<file path="src/rtl/pipe_pkg.sv">
// Shared types for the pipeline hazard controller: forward-select codes,
// halt FSM states and the shadow-pipeline entry.
package pipe_pkg;

    localparam int MAX_REG_AW = 8;

    typedef enum logic [1:0] {
        FWD_RF   = 2'd0,
        FWD_EXDM = 2'd1,
        FWD_DMWB = 2'd2
    } fwd_sel_t;

    typedef enum logic [1:0] {
        ST_RUN    = 2'd0,
        ST_DRAIN  = 2'd1,
        ST_HALTED = 2'd2
    } halt_state_t;

    typedef struct packed {
        logic                  valid;
        logic                  wr_en;
        logic [MAX_REG_AW-1:0] wr_addr;
        logic                  is_load;
    } shadow_t;

    localparam shadow_t SHADOW_EMPTY = '0;

endpackage

</file>
<file path="src/rtl/haz_match.sv">
// Compares one ID source operand against one in-flight shadow entry.
// Register 0 is treated as hazard-free when ZERO_REG_EN is set.
module haz_match
    import pipe_pkg::*;
#(
    parameter int REG_AW      = 4,
    parameter int ZERO_REG_EN = 1
) (
    input  logic              src_used,
    input  logic [REG_AW-1:0] src_addr,
    input  shadow_t           entry,
    output logic              match
);

    logic zero_src;
    logic unused_load;

    assign zero_src    = (ZERO_REG_EN != 0) && (src_addr == '0);
    assign unused_load = entry.is_load;

    assign match = src_used && entry.valid && entry.wr_en && !zero_src
                   && (entry.wr_addr == MAX_REG_AW'(src_addr));

endmodule

</file>
<file path="src/rtl/pipe_hazard_ctrl.sv">
// Stall/bubble/flush generation, EX forwarding selects and halt drain for
// the 5-stage core. Forwarding is built only when HAZ_FWD_EN is defined.
//
// state     | meaning
// ST_RUN    | normal issue
// ST_DRAIN  | halt left ID, older instructions retiring, fetch held
// ST_HALTED | hlt raised, terminal until reset
module pipe_hazard_ctrl
    import pipe_pkg::*;
#(
    parameter int REG_AW      = 4,
    parameter int ZERO_REG_EN = 1,
    parameter int DRAIN_CYC   = 3
) (
    input  logic              clk,
    input  logic              rst_n,
    input  logic              id_valid,
    input  logic [REG_AW-1:0] id_src0_addr,
    input  logic [REG_AW-1:0] id_src1_addr,
    input  logic              id_src0_used,
    input  logic              id_src1_used,
    input  logic              id_wr_en,
    input  logic [REG_AW-1:0] id_wr_addr,
    input  logic              id_is_load,
    input  logic              id_is_halt,
    input  logic              dm_redirect,
    output logic              stall_if_id,
    output logic              bubble_id_ex,
    output logic              flush_if_id,
    output logic              flush_ex_dm,
    output logic [1:0]        fwd_sel0,
    output logic [1:0]        fwd_sel1,
    output logic              hlt
);

    localparam int CNT_W = $clog2(DRAIN_CYC + 1);
    localparam logic [CNT_W-1:0] CNT_LOAD = CNT_W'(DRAIN_CYC);
    localparam logic [CNT_W-1:0] CNT_LATE = CNT_W'(DRAIN_CYC - 1);

    shadow_t     ex_q, dm_q, id_entry;
    halt_state_t state_q;
    logic [CNT_W-1:0] cnt_q;
    logic m_ex0, m_ex1, m_dm0, m_dm1;
    logic haz;
    logic unused_bits;

    haz_match #(.REG_AW(REG_AW), .ZERO_REG_EN(ZERO_REG_EN)) u_m_ex0 (
        .src_used(id_src0_used), .src_addr(id_src0_addr), .entry(ex_q), .match(m_ex0));
    haz_match #(.REG_AW(REG_AW), .ZERO_REG_EN(ZERO_REG_EN)) u_m_ex1 (
        .src_used(id_src1_used), .src_addr(id_src1_addr), .entry(ex_q), .match(m_ex1));
    haz_match #(.REG_AW(REG_AW), .ZERO_REG_EN(ZERO_REG_EN)) u_m_dm0 (
        .src_used(id_src0_used), .src_addr(id_src0_addr), .entry(dm_q), .match(m_dm0));
    haz_match #(.REG_AW(REG_AW), .ZERO_REG_EN(ZERO_REG_EN)) u_m_dm1 (
        .src_used(id_src1_used), .src_addr(id_src1_addr), .entry(dm_q), .match(m_dm1));

`ifdef HAZ_FWD_EN
    assign haz         = id_valid && (m_ex0 || m_ex1) && ex_q.is_load;
    assign unused_bits = dm_q.is_load;
`else
    // Without bypass paths every in-flight producer must reach WB first.
    assign haz         = id_valid && (m_ex0 || m_ex1 || m_dm0 || m_dm1);
    assign unused_bits = ^{ex_q.is_load, dm_q.is_load};
`endif

    assign stall_if_id  = (state_q == ST_HALTED)
                          || (!dm_redirect && (haz || state_q == ST_DRAIN));
    assign bubble_id_ex = dm_redirect || haz;
    assign flush_if_id  = dm_redirect || (state_q != ST_RUN);
    assign flush_ex_dm  = dm_redirect;

    assign id_entry = '{valid:   id_valid,
                        wr_en:   id_wr_en,
                        wr_addr: MAX_REG_AW'(id_wr_addr),
                        is_load: id_is_load};

    always_ff @(posedge clk or negedge rst_n) begin
        if (!rst_n) begin
            ex_q <= SHADOW_EMPTY;
            dm_q <= SHADOW_EMPTY;
        end else begin
            ex_q <= bubble_id_ex ? SHADOW_EMPTY : id_entry;
            dm_q <= dm_redirect ? SHADOW_EMPTY : ex_q;
        end
    end

`ifdef HAZ_FWD_EN
    fwd_sel_t fwd0_d, fwd1_d, fwd0_q, fwd1_q;

    always_comb begin
        fwd0_d = FWD_RF;
        fwd1_d = FWD_RF;
        if (id_valid) begin
            if (m_ex0)      fwd0_d = FWD_EXDM;
            else if (m_dm0) fwd0_d = FWD_DMWB;
            if (m_ex1)      fwd1_d = FWD_EXDM;
            else if (m_dm1) fwd1_d = FWD_DMWB;
        end
    end

    always_ff @(posedge clk or negedge rst_n) begin
        if (!rst_n) begin
            fwd0_q <= FWD_RF;
            fwd1_q <= FWD_RF;
        end else begin
            fwd0_q <= bubble_id_ex ? FWD_RF : fwd0_d;
            fwd1_q <= bubble_id_ex ? FWD_RF : fwd1_d;
        end
    end

    assign fwd_sel0 = fwd0_q;
    assign fwd_sel1 = fwd1_q;
`else
    assign fwd_sel0 = FWD_RF;
    assign fwd_sel1 = FWD_RF;
`endif

    always_ff @(posedge clk or negedge rst_n) begin
        if (!rst_n) begin
            state_q <= ST_RUN;
            cnt_q   <= '0;
            hlt     <= 1'b0;
        end else begin
            case (state_q)
                ST_RUN: begin
                    if (id_valid && id_is_halt && !haz && !dm_redirect) begin
                        state_q <= ST_DRAIN;
                        cnt_q   <= CNT_LOAD;
                    end
                end
                ST_DRAIN: begin
                    // An early redirect comes from an instruction older than the halt.
                    if (dm_redirect && (cnt_q == CNT_LOAD || cnt_q == CNT_LATE)) begin
                        state_q <= ST_RUN;
                        cnt_q   <= '0;
                    end else if (cnt_q <= CNT_W'(1)) begin
                        state_q <= ST_HALTED;
                        cnt_q   <= '0;
                        hlt     <= 1'b1;
                    end else begin
                        cnt_q <= cnt_q - CNT_W'(1);
                    end
                end
                ST_HALTED: hlt <= 1'b1;
                default: begin
                    state_q <= ST_RUN;
                    cnt_q   <= '0;
                    hlt     <= 1'b0;
                end
            endcase
        end
    end

endmodule

</file>
<file path="config.mk">
export PLATFORM = sky130hd
export DESIGN_NAME = pipe_hazard_ctrl
export DESIGN_NICKNAME = d
export VERILOG_FILES = /design/src/rtl/pipe_pkg.sv /design/src/rtl/haz_match.sv /design/src/rtl/pipe_hazard_ctrl.sv
export SDC_FILE = /design/constraint.sdc
export NUM_CORES = 1
export LEC_CHECK = 0
export CAP_MARGIN = 20
export CORE_UTILIZATION = 49
export CTS_CLUSTER_SIZE = 8
export DETAILED_ROUTE_END_ITERATION = 7
export HOLD_SLACK_MARGIN = 0.06
export PLACE_DENSITY = 0.91
export RECOVER_POWER = 100
export REMOVE_ABC_BUFFERS = 1
export SYNTH_ARGS = -nofsm -noshare
export SYNTH_HDL_FRONTEND = slang
export SYNTH_SLANG_ARGS = --single-unit
</file>
<file path="constraint.sdc">
create_clock -name clk -period 3.1 [get_ports clk]
set_input_delay 0.31 -clock clk [delete_from_list [all_inputs] [get_ports clk]]
set_output_delay 0.31 -clock clk [all_outputs]
set_load 0.005 [all_outputs]
</file>
==> impl_results.md <==
- Final Cycle Share: about nine tenths
- Placed cell areas: around 1300 sq um
- Total Power: 0.4226 mW
- Fin area: between 1000 and 1500 sq um
- Avg Inst Size Synth: approximately 9.9 sq um
- Routed length per instance: approximately 14 microns
- Area of the multi-input gates: around 520 sq um
- Final ANT Viol Nets: 0
- Crit end category: output pin
- Status: complete, no violations
- # nets final: 152
- Netlist cell types: 29
- Post-Syn Area: about 1000 sq um
- Die Width: 47.23 microns
- Sink Count: 17
- Fill cell count: between 100 and 150
- Main flop type after synthesis: dfrtp_1
- Synth async-reset ratio: 100.0%
- Die Area: around 2200 sq um
- Final hold vios: 0
- DR vias: 798
- Drt first pass iters: 4
- FF+latch count, synth: 17
- Power per cell area: about 330 nW/um^2
- VDD IR-drop max: 0.0002960 V
- Synth top cells by count: dfrtp_1, xnor2_1, nor2b_1
- Worst-Skew Late Latency: ~0.29 ns
- Clock slew at reported path FFs: about 0.09 ns
- Syn-to-layout area delta: 26.34%
- Minimum clock period: between 2 and 3 ns
- DP Wirelength: ~1.7 mm
- Post-CTS setup buffers: 0
- Least-Margin Pin Slew: approximately 0.77 ns
- Register area share after synthesis: a little over two fifths
- Critical Path AT: between 2 and 3 ns
- Clock Skews: 0.0008634 ns
- Grt total ovfl: 0
- CP startpoint kind: input pin
- Initial antenna violation count: 0
- Seq. cell area: between 400 and 500 sq um
- Vias in the first global route: roughly 770
- Final setup viols: 0
- Routed WL: 2.145 mm
- Achievable Freq: roughly 350 MHz
- Vias per cell: 5.250
- Worst Hold Class: reg -> reg
- Share of cells above drive strength 1: 7.087%
- CP required: ~2.8 ns
- # DRC: 0
- Core Region: 1821 sq um
- CTS tree: done
- Root buffer cell: clkbuf_4
- Rows: 15
- Die H: between 40 and 50 microns
- Antenna Cells: 0
- RSZ-0062 raised after global routing: no
- Ports: 30
- Most frequent cell after synthesis: dfrtp_1
- PostCTS Resize Cnt: 0
- Cts hold-fix bufs: 0
- GRT Overall Usage: roughly 23%
- Worst rel slew slack: between 40 and 50%
- Slew Limit Fails: 0
- Synth Warn #: 0
- Synth Instances: between 100 and 150
- TNS Setup: 0 ns
- Fin util: between 60% and 70%
- First-pass GRT wire length: 3.422 mm
- Max cap viols: 0
- Worst Path Max Fanout: 4
- Bufs on Longest Clock Path: 2
- Main area contributors after synthesis: dfrtp_1, xnor2_1, nor2b_1
- DR iter-0 viols: 19
- RePlAce Congestion: roughly 0.8
- Leakage power: 0.5250 nW
- Initial Utilization: 55.05%
- H-tree depth: 1
- Largest net degree at the start of global routing: 18
- Worst setup path class: in -> out
- Share of the synthesized area in the top cell type: 42.45%
- Port Buf Inserts: 24
- CTS Buf Count: 3
- EDFF count, synth: 0
- Cell taking the most area after synthesis: dfrtp_1
-- layout by cell type (no fill, tap or decap), types with 3 or more instances in the layout --
| master | netlist | layout |
|---|---|---|
| inv_1 | 5 | 5 |
| nand4_1 | 3 | 3 |
| conb_1 | 1 | 4 |
| clkbuf_4 | 0 | 3 |
| xnor2_1 | 12 | 12 |
| dlygate4sd3_1 | 0 | 5 |
| clkdlybuf4s50_1 | 0 | 19 |
| ha_1 | 3 | 3 |
| nor2_1 | 6 | 6 |
| nor2b_1 | 7 | 7 |
| nand2_1 | 6 | 6 |
| xor2_1 | 4 | 4 |
| dfrtp_1 | 17 | 17 |
| and2_0 | 0 | 3 |
| a21oi_1 | 6 | 7 |
| nor3_1 | 3 | 3 |
-- cell type report --
type | count | area share, %
clock buffer | 4 | 2.075
inverter | 5 | 1.482
multi-input combinational | 76 | 41.11
sequential | 17 | 33.60
tap | 25 | 2.470
timing repair buffer | 25 | 19.27
-- worst max-delay path, stage by stage --
cell and delay [ns]:
clkdlybuf4s50_1 0.49, o41ai_2 0.44, nor3_1 0.11, nand4_1 0.10, nand2_1 0.09, or2_4 0.26, a21oi_1 0.15, o21ai_0 0.10
clkdlybuf4s50_1 0.48
-- path summary, 6_finish.rpt --
| kind | from | endpoint | slack [ns] | depth (start not counted) |
|---|---|---|---|---|
| worst max-delay path | id_src1_addr[0] | stall_if_id | 0.25 | 9 |
| worst min-delay path | hlt | hlt | 0.51 | 1 |
| worst max register to register | ex_q[4] | state_q[0] | 1.12 | 7 |
| worst min register to register | hlt | hlt | 0.51 | 1 |
| max in group asynchronous | rst_n | cnt_q[0] | 2.10 | 1 |
| min in group asynchronous | rst_n | ex_q[2] | 0.52 | 1 |
-- state kept, by name, summed over array words and instances (netlist names) --
signal / flops
ex_q: 6
hlt: 1
dm_q: 6
cnt_q: 2
state_q: 2
-- report_power, final --
part	total [mW]	switching (mW)	leakage [nW]	internal [mW]
sequential	0.234	0.00578	0.217	0.229
combinational	0.0690	0.0289	0.293	0.0401
clock	0.119	0.0690	0.0150	0.0502
total	0.423	0.104	0.525	0.319
-- per-layer routing --
metal / share of wire [%] / vias up / global-route usage (%) / wire length (microns)
li1: - / 384 / - / -
met1: 41 / 381 / 27.80 / 887
met2: 52 / 28 / 37.81 / 1125
met3: 3.6 / 5 / 2.308 / 78
met4: 2.5 / 0 / 16.57 / 53
met5: 0 / - / 0 / 0
-- cells by family (layout without fill, tap and decap cells) --
group / after synthesis / count (layout) / share of synthesized area [%]
DFF: 17 / 17 / 42.45
other: 1 / 4 / 0.3742
AOI/OAI and AO/OA: 16 / 16 / 12.49
buffers and inverters: 11 / 34 / 5.993
and+or+nand+nor: 36 / 36 / 19.85
adders and majority gates: 3 / 3 / 3.746
xor gates and xnor gates: 16 / 16 / 13.98
muxes: 1 / 1 / 1.124
-- stage by stage --
step	cells	setup WS, ns	hold WS, ns
2_1_floorplan	98	1.266	0.01441
3_3_place_gp	148	0.3367	0.4829
3_5_place_dp	148	0.2583	0.4934
4_1_cts	152	0.2589	0.4614
5_1_grt	152	0.1659	0.5204
6_report	152	0.2548	0.5065
No activity file was read; power rests on OpenSTA's default activity.
